<file path="config.mk">
export PLATFORM = sky130hd
export DESIGN_NAME = scaled_bitmap
export DESIGN_NICKNAME = d
export VERILOG_FILES = /design/src/rtl/scaled_bitmap_pkg.sv /design/src/rtl/scaled_bitmap_bank.sv /design/src/rtl/scaled_bitmap.sv
export SDC_FILE = /design/constraint.sdc
export NUM_CORES = 1
export LEC_CHECK = 0
export ABC_AREA = 1
export CAP_MARGIN = 20
export CORE_MARGIN = 2
export CORE_UTILIZATION = 33
export CTS_BUF_LIST = sky130_fd_sc_hd__clkbuf_4 sky130_fd_sc_hd__clkbuf_8
export DETAILED_ROUTE_END_ITERATION = 8
export DONT_BUFFER_PORTS = 1
export GPL_ROUTABILITY_DRIVEN = 0
export MAX_ROUTING_LAYER = met4
export PLACE_DENSITY = 0.5
export SETUP_SLACK_MARGIN = 0.5
export SYNTH_ARGS = -nofsm -noshare
export SYNTH_HDL_FRONTEND = slang
export SYNTH_SLANG_ARGS = --single-unit
</file>
<file path="constraint.sdc">
create_clock -name clk -period 4.85 [get_ports clk]
set_input_delay 0.97 -clock clk [delete_from_list [all_inputs] [get_ports clk]]
set_output_delay 0.97 -clock clk [all_outputs]
set_load 0.01 [all_outputs]
</file>
<file path="src/rtl/scaled_bitmap_pkg.sv">
// Shared defaults for the scaled bitmap object.
// The package holds the default geometry and the coordinate widths. The
// top module imports these values as its parameter defaults.
package scaled_bitmap_pkg;
  localparam int COLS_DEF      = 4;   // bitmap columns (X cells)
  localparam int ROWS_DEF      = 9;   // bitmap rows (Y cells), column word width
  localparam int XW_DEF        = 11;  // X coordinate width
  localparam int YW_DEF        = 10;  // Y coordinate width
  localparam int SW_DEF        = 4;   // scale input width
  localparam int MAX_SCALE_DEF = 7;   // largest honoured scale exponent
endpackage

</file>
<file path="src/rtl/scaled_bitmap_bank.sv">
// bitmap_bank: double-buffered bitmap storage.
// The shadow bank is written one column at a time. On swap, the active bank
// loads the whole shadow bank. The active bank is read one column word at a
// time by column index.
// Ports:
//   clk, reset          clock, asynchronous active-high reset
//   wr_en/wr_col/wr_data shadow column write
//   swap                copy shadow -> active
//   rd_col / rd_data    combinational active column read
module bitmap_bank #(
  parameter int COLS = 4,
  parameter int ROWS = 9,
  parameter int CW   = 2
) (
  input  logic            clk,
  input  logic            reset,
  input  logic            wr_en,
  input  logic [CW-1:0]   wr_col,
  input  logic [ROWS-1:0] wr_data,
  input  logic            swap,
  input  logic [CW-1:0]   rd_col,
  output logic [ROWS-1:0] rd_data
);

  logic [ROWS-1:0] shadow_q [COLS];
  logic [ROWS-1:0] active_q [COLS];

  // Swap copies the shadow contents from before the clock edge. This means a
  // write in the same cycle lands only in the shadow bank.
  always_ff @(posedge clk or posedge reset) begin
    if (reset) begin
      for (int c = 0; c < COLS; c++) begin
        shadow_q[c] <= '0;
        active_q[c] <= '0;
      end
    end else begin
      if (wr_en && (32'(wr_col) < COLS)) shadow_q[wr_col] <= wr_data;
      if (swap) active_q <= shadow_q;
    end
  end

  assign rd_data = active_q[rd_col];

endmodule

</file>
<file path="src/rtl/scaled_bitmap.sv">
// scaled_bitmap: hit test of a pixel against a scaled 1-bit object bitmap.
// Each bitmap cell is a square of 2^scale pixels. The object origin is at
// (ax, ay). A poll returns the bitmap bit under (poll_x, poll_y). The bit is
// XORed with invert. A pixel outside the object box always returns 0.
// Ports:
//   clk, reset                     clock, asynchronous active-high reset
//   obj_x/obj_y/obj_scale          pending geometry, committed on swap
//   wr_en/wr_col/wr_data           shadow bitmap column write
//   swap                           frame-boundary commit strobe
//   invert, poll_valid, poll_x/y   poll request
//   hit_valid, hit                 result, two cycles after poll_valid
// Handshake: poll_valid is accepted on every rising edge. There is no
// backpressure. hit_valid follows poll_valid exactly two edges later. hit
// is 0 whenever hit_valid is 0.
module scaled_bitmap
  import scaled_bitmap_pkg::*;
#(
  parameter int COLS      = COLS_DEF,
  parameter int ROWS      = ROWS_DEF,
  parameter int XW        = XW_DEF,
  parameter int YW        = YW_DEF,
  parameter int SW        = SW_DEF,
  parameter int MAX_SCALE = MAX_SCALE_DEF,
  localparam int CW       = (COLS > 1) ? $clog2(COLS) : 1
) (
  input  logic            clk,
  input  logic            reset,
  input  logic [XW-1:0]   obj_x,
  input  logic [YW-1:0]   obj_y,
  input  logic [SW-1:0]   obj_scale,
  input  logic            wr_en,
  input  logic [CW-1:0]   wr_col,
  input  logic [ROWS-1:0] wr_data,
  input  logic            swap,
  input  logic            invert,
  input  logic            poll_valid,
  input  logic [XW-1:0]   poll_x,
  input  logic [YW-1:0]   poll_y,
  output logic            hit_valid,
  output logic            hit
);

  localparam int RW = (ROWS > 1) ? $clog2(ROWS) : 1;
  localparam int GW = $clog2(MAX_SCALE + 1);
  // The box edges need enough width to exceed the coordinate range.
  // Otherwise a box that runs off the right or bottom would wrap to small
  // coordinates.
  localparam int XE = XW + CW + MAX_SCALE + 2;
  localparam int YE = YW + RW + MAX_SCALE + 2;

  // Active geometry
  logic [XW-1:0] ax_q, ax_d;
  logic [YW-1:0] ay_q, ay_d;
  logic [GW-1:0] as_q, as_d;

  // Stage 1
  logic            s1_valid_q, s1_valid_d;
  logic            s1_inbox_q, s1_inbox_d;
  logic [RW-1:0]   s1_row_q, s1_row_d;
  logic            s1_inv_q, s1_inv_d;
  logic [ROWS-1:0] s1_word_q;

  // Stage 2
  logic hit_valid_q, hit_valid_d;
  logic hit_q, hit_d;

  logic [XE-1:0]   x_end;
  logic [YE-1:0]   y_end;
  logic [XW-1:0]   dx;
  logic [YW-1:0]   dy;
  logic [CW-1:0]   rd_col;
  logic [ROWS-1:0] rd_word;

  bitmap_bank #(.COLS(COLS), .ROWS(ROWS), .CW(CW)) u_bank (
    .clk     (clk),
    .reset   (reset),
    .wr_en   (wr_en),
    .wr_col  (wr_col),
    .wr_data (wr_data),
    .swap    (swap),
    .rd_col  (rd_col),
    .rd_data (rd_word)
  );

  always_comb begin
    ax_d = ax_q;
    ay_d = ay_q;
    as_d = as_q;
    if (swap) begin
      ax_d = obj_x;
      ay_d = obj_y;
      as_d = (32'(obj_scale) > MAX_SCALE) ? GW'(MAX_SCALE) : GW'(obj_scale);
    end

    x_end  = XE'(ax_q) + (XE'(COLS) << as_q);
    y_end  = YE'(ay_q) + (YE'(ROWS) << as_q);
    dx     = poll_x - ax_q;
    dy     = poll_y - ay_q;
    // The offsets are meaningful only inside the box. Outside the box the
    // column and row indices are don't-care, because the in-box flag
    // masks them.
    rd_col = CW'(dx >> as_q);

    s1_valid_d = poll_valid;
    s1_inbox_d = (poll_x >= ax_q) && (XE'(poll_x) < x_end) &&
                 (poll_y >= ay_q) && (YE'(poll_y) < y_end);
    s1_row_d   = RW'(dy >> as_q);
    s1_inv_d   = invert;

    hit_valid_d = s1_valid_q;
    hit_d       = s1_valid_q & s1_inbox_q & (s1_word_q[s1_row_q] ^ s1_inv_q);
  end

  always_ff @(posedge clk or posedge reset) begin
    if (reset) begin
      ax_q        <= '0;
      ay_q        <= '0;
      as_q        <= '0;
      s1_valid_q  <= 1'b0;
      s1_inbox_q  <= 1'b0;
      s1_row_q    <= '0;
      s1_inv_q    <= 1'b0;
      s1_word_q   <= '0;
      hit_valid_q <= 1'b0;
      hit_q       <= 1'b0;
    end else begin
      ax_q        <= ax_d;
      ay_q        <= ay_d;
      as_q        <= as_d;
      s1_valid_q  <= s1_valid_d;
      s1_inbox_q  <= s1_inbox_d;
      s1_row_q    <= s1_row_d;
      s1_inv_q    <= s1_inv_d;
      s1_word_q   <= rd_word;
      hit_valid_q <= hit_valid_d;
      hit_q       <= hit_d;
    end
  end

  assign hit_valid = hit_valid_q;
  assign hit       = hit_q;

endmodule

</file>
# Word level (Yosys, flattened, before mapping)
# Index checks and enable logic that the tools add are counted.
# classes
n_mux	9
n_mul	0
magnitude_cmp	9
n_bitwise	5
div_mod_pow	0
n_reduce_logical	4
shift	4
n_addsub	4
eq_ne	0
# ops
operator	count
36-bit bitwise mux	1
9-bit 2-to-1 mux	3
10-bit by 23-bit adder with 23-bit output	1
10-bit by 23-bit < comparator with 1-bit output	1
4-bit by 3-bit left shift with 23-bit output, first input constant	1
11-bit by 22-bit adder with 22-bit output	1
11-bit by 22-bit < comparator with 1-bit output	1
3-bit by 3-bit left shift with 22-bit output, first input constant	1
9-bit binary-select mux with 2-bit select	1
9-bit demux with 2-bit select	1
11-bit greater-or-equal comparator	1
11-bit by 3-bit right shift with 2-bit output	1
11-bit subtractor	1
10-bit greater-or-equal comparator	1
10-bit by 3-bit right shift with 4-bit output	1
10-bit subtractor	1
3-bit greater-or-equal comparator, second input constant	2
2-bit inverter with 3-bit output	2
4-bit by 5-bit < comparator with 1-bit output, second input constant	1
1-bit binary-select mux with 4-bit select	1
4-bit by 3-bit > comparator with 1-bit output, second input constant	1
1-bit logical AND	4
3-bit by 1-bit < comparator with 1-bit output, second input constant	1
3-bit 2-to-1 mux	1
other kinds (3)	4
# word_totals
latch_bits	0
out_inout_bits	2
mem_bits_rw	0
rom_bits	0
regBits	114
n_memories	0

# Longest topological paths before layout
# logic_depth
ltp_word	6
ltp_mapped	25
ltp_nobuf	24

# By module
# Synthesis repeated with hierarchy kept, for this count alone.
# hier_totals
hier_cells	1031
hier_area_um2	7599.8
# modules_own_cells
module	cells_per_inst	area_per_inst_um2	instances
scaled_bitmap	652	4381.7	1
bitmap_bank	379	3218.1	1

# Worst setup path before layout
# No wires, ideal clock.
# synth_timing
path_type	register to register
from	register as_q[0]
to	register s1_inbox_q
setup_time_ns	0.119
path_stages_with_launch	22
n_path_buf	1
path_slack_ns	1.307
t_arrival_ns	3.424
cell_sequence	dfrtp_1 > inv_1 > clkbuf_1 > ha_1 > inv_1 > nor2_1 > ha_1 > inv_1 > fa_1 > nor4_1 > nor2_1 > xor2_1 > ha_1 > nand2_1 > inv_1 > nand3_1 > a21oi_1 > o211ai_1 > nand2_1 > nand2_1 > a21oi_1 > nor2_1
# synth_between
elab_chain_cells	6
word_cells_on_any_way	9
# synth_lines
item	line	text
start, declared	scaled_bitmap.sv:54	logic [GW-1:0] as_q, as_d;
start signal, assigned	scaled_bitmap.sv:129	as_q <= as_d;
3-bit by 3-bit left shift with 22-bit output	scaled_bitmap.sv:95	x_end = XE'(ax_q) + (XE'(COLS) << as_q);
11-bit by 22-bit adder with 22-bit output	scaled_bitmap.sv:95	
11-bit by 22-bit < comparator with 1-bit output	scaled_bitmap.sv:105	s1_inbox_d = (poll_x >= ax_q) && (XE'(poll_x) < x_end) &&
1-bit logical AND (2 in a row)	scaled_bitmap.sv:105	
1-bit logical AND *	scaled_bitmap.sv:106	(poll_y >= ay_q) && (YE'(poll_y) < y_end);
named net s1_inbox_d	scaled_bitmap.sv:58	logic s1_inbox_q, s1_inbox_d;
end signal, assigned	scaled_bitmap.sv:131	s1_inbox_q <= s1_inbox_d;
end, declared	scaled_bitmap.sv:58	
# Mark *: on every way through the listed nets, which the timed path passes. The rest lies on a longest branch.
# A chain may end at the register's enable or synchronous reset.

# Worst setup path after layout
# layout_timing
from	register as_q[1]
to	register s1_inbox_q
# The elaborated chain is that of the path after synthesis.

==> metrics list <==
- Critical path data arrival time: 4.18 ns
* Filler Cells Inserted: 2335
- The library cell used most frequently in the layout, excluding fill and tap cells, is sky130_fd_sc_hd__nand2_1.
* Maximum fanout along the worst path: 16
* Origin of the worst min-delay path: hit_valid_d
- Worst-case clock skew: 0.0135 ns
- Global Route Usage Sum: 17.4%
* Post-synthesis average cell area: 7.71 um2
- Synth warn: 0
* Overall power after layout: 2.98 mW
- The clock passes through at most 2 buffers.
- The die is 153 um tall.
- After detailed routing, the average wire length per cell comes to 15.2 um.
* Largest area contributor in the netlist: sky130_fd_sc_hd__dfrtp_1
* Share of the synthesized area in the top cell type: 39.1%
- Setup TNS: 0 ns
* CTS clk-pin slew, worst paths: 0.08 ns
- The die is 153 um wide.
- Area fraction in compound gates after synthesis: 13.2%
- In this run the worst hold path is classified as flip-flop to flip-flop.
* Category of the worst setup path capture point: flip-flop
- Cell Chain, Critical Path: clkinvlp_4, ha_1, nand2_1, o21ai_0, ha_1, a21oi_1, o21ai_0, nor2_1, xor2_1, ha_1, nand2_1, inv_1, nand3_1, a21oi_1, o211ai_1, nand2_1, nand2_1, a21oi_1, nor2_1
* Number of distinct library cells after synthesis: 47
- Number of cells on the worst hold path: 0
- At the end of the flow, the number of nets in the layout was 1070.
* Layout overhead on the synthesized area: 8.87%
* Synthesized Nets: 1075
- First-pass GRT wire length: 31400 um
- Starting utilization of the core area: 33.6%
- The final number of max-transition violations is 0.
- Summed instance area of the synthesized netlist: 0.00730 mm2
- Final Util: 36.5%
- The routed design has 18700 um of wire.
- Global routing consumed, on the met1 layer, 24.0% of the routing resources.
* Most frequent cells in the layout: sky130_fd_sc_hd__nand2_1, sky130_fd_sc_hd__inv_1, sky130_fd_sc_hd__o21ai_0
* DRC violation count after routing: 0
- Worst-case hold slack: 0.386 ns
* GR Overflow Total: 0
- Antenna Violating Nets Remaining: 0
- Dividing total power by cell area gives a power density of 375 mW/mm2.
* Share of the synthesized netlist area taken by xor and xnor gates: 2.62%
* Type of the setup path with the least slack: flip-flop to flip-flop
- Most used routing layer in global routing: met2
- Worst Path Buf+Inv: 2
* Register area share after synthesis: 39.1%
* HPWL after DPL: 13800 um
- TritonCTS created 17 clock buffers.
- Kind of cell adding the most delay to the critical path: adder cells
* Critical R2R Launch: as_q[1]
- Largest cells by area after synthesis: sky130_fd_sc_hd__dfrtp_1, sky130_fd_sc_hd__nand2_1, sky130_fd_sc_hd__ha_1
- Via count of the routed design: 5929
* Row cnt: 54
- Slowest cell delay on critical path: 0.69 ns
- Final-report setup violation count: 0
- TritonCTS clock tree: yes
* Measured slew at the worst slew-check pin: 0.838 ns
* Slowest library cell on the worst path: sky130_fd_sc_hd__dfrtp_1
- Worst-case hold path end point: hit_valid
- After detailed routing, the number of vias per cell comes to 4.80.
* Result of the run: finished, final reports clean
* Post-Syn Instances: 947
* Number of synthesized register bits: 114
- The hold violation total from the final report came to 0.
* Pre-antenna DRT Iters: 5
- Worst reg-to-reg path cell count: 19
- The floorplan step defined a die boundary enclosing 0.0233 mm2.
- Met2 demand-to-capacity share in global routing: 26.0%
* I/O pin count: 65
- Worst setup SP type: flip-flop
* Unrepaired setup endpoints after global routing: no
* Insertion delay of the later-clocked pin in the worst-skew pair: 0.45 ns
* Core ar.: 0.0218 mm2
- For this design the static power due to leakage is 4.02 nW.
* Port buffer count: 0
- After layout, the worst path uses 79.3% of the clock period.
- Of the cells placed in the final design, the portion with a size suffix greater than 1 is 7.43%.
- Measured against its own limit, the worst slew margin works out to 44.0%.
- In this run the critical register-to-register path is captured at s1_inbox_q.
- Across the VDD grid, the largest voltage drop is 0.000157 V.
- Largest family of logic cells by synthesized area: simple AND/OR/NAND/NOR gates
* Number of clock sinks: 114
* Number of max-capacitance violations reported: 0
- After Yosys synthesis, and, or, nand and nor cells account for 24.7% of the synthesized area.
- Share of synthesized area spent on multiplexers: 0.274%
* Met3 layer usage reported by global route: 3.64%
* Peak Freq: 260 MHz
- Required time of the critical path: 5.19 ns
- In this design, the critical path's most frequently occurring cell is sky130_fd_sc_hd__nand2_1.
- The number of antenna diodes in the final layout is 0.
* H-tree levels: 4
- Setup slack on the worst reg-to-reg path comes out at 1.00 ns.
- Area share of fa/ha/maj cells after synthesis: 11.5%
- Number of antenna violations at the first check in global routing: 0
- Minimum clock period after layout: 3.85 ns
- The tree is rooted in a sky130_fd_sc_hd__clkbuf_8.
- Via count of the first global-routing pass: 5953
- Maximum number of pins on one net before global-route repair: 118
- Detailed router's first-iteration violation count: 243
cells in the mapped netlist, drive strengths merged:
cell type,count
clkinv,1
o22ai,2
inv,131
buf,9
o21a,1
nand2,250
nand3b,10
or2,2
nand4,8
ha,61
nand3,86
dfrtp,114
a21boi,2
o21bai,3
a21o,2
mux2i,2
nor2,46
and2,1
a21oi,41
a31oi,1
o311ai,1
a211oi,2
o211ai,1
a31o,1
xnor2,8
clkbuf,18
nor4,3
o31ai,1
xor2,13
o21ai,122
fa,4
what timing repair did:
action	4_1_cts	5_1_grt
buffers inserted	0	0
resized for setup	0	1
hold buffers	0	0
setup endpoints to repair	0	1
worst max-delay path by stage:
stage | cells past startpoint | slack (ns) | to | from
CTS | 20 | 0.94 | s1_inbox_q | as_q[1]
detailed placement | 20 | 0.94 | s1_inbox_q | as_q[1]
finish | 19 | 1.00 | s1_inbox_q | as_q[1]
global placement | 20 | 1.09 | s1_inbox_q | as_q[1]
global route | 21 | 0.55 | s1_inbox_q | as_q[1]
floorplan | 1 | 0.86 | as_q[0] | reset
layout make-up:
type | instances | area (um2) | share of cell area [%]
clock buffer | 17 | 234 | 2.94
inverter | 132 | 502 | 6.31
multi-input combinational | 674 | 3820 | 48.1
sequential | 114 | 2850 | 35.9
tap | 280 | 350 | 4.41
clock inverter | 15 | 168 | 2.11
timing repair buffer | 3 | 22.5 | 0.283
routing by layer:
metal  up-vias  part of all wire, %
met2       109                   44
li1       3073                    -
met4         0                  1.3
met5         -                    0
met1      2726                   51
met3        21                  4.3
flip-flops by register name, indices dropped and copies added (netlist names):
signal and count:
ax_q 11, as_q 3, hit_valid_d 1, ay_q 10, s1_inv_q 1, u_bank.active_q 36, hit_valid 1, s1_inbox_q 1
s1_row_q 4, hit 1, s1_word_q 9, u_bank.shadow_q 36
through the flow:
| stage | area [um2] | instances | setup WS (ns) |
|---|---|---|---|
| floorplan | 7300 | 947 | 0.864 |
| global placement | 7550 | 1203 | 1.09 |
| detailed placement | 7550 | 1203 | 0.942 |
| CTS | 7950 | 1235 | 0.936 |
| global route | 7950 | 1235 | 0.548 |
| finish | 7950 | 1235 | 1.00 |
logic make-up (layout without fill, tap and decap cells):
family,Yosys count,after routing
compound gates,180,180
xor+xnor,21,21
mux,2,2
fa+ha+maj,65,65
buf+inv,159,167
flops,114,114
simple gates,406,406
power by group:
group / internal [mW] / switching, mW / leakage (nW) / total [mW]
logic: 0.319 / 0.551 / 2.40 / 0.870
clock network: 0.432 / 0.488 / 0.199 / 0.920
registers: 1.11 / 0.0845 / 1.42 / 1.19
No activity file was read; power rests on OpenSTA's default activity.
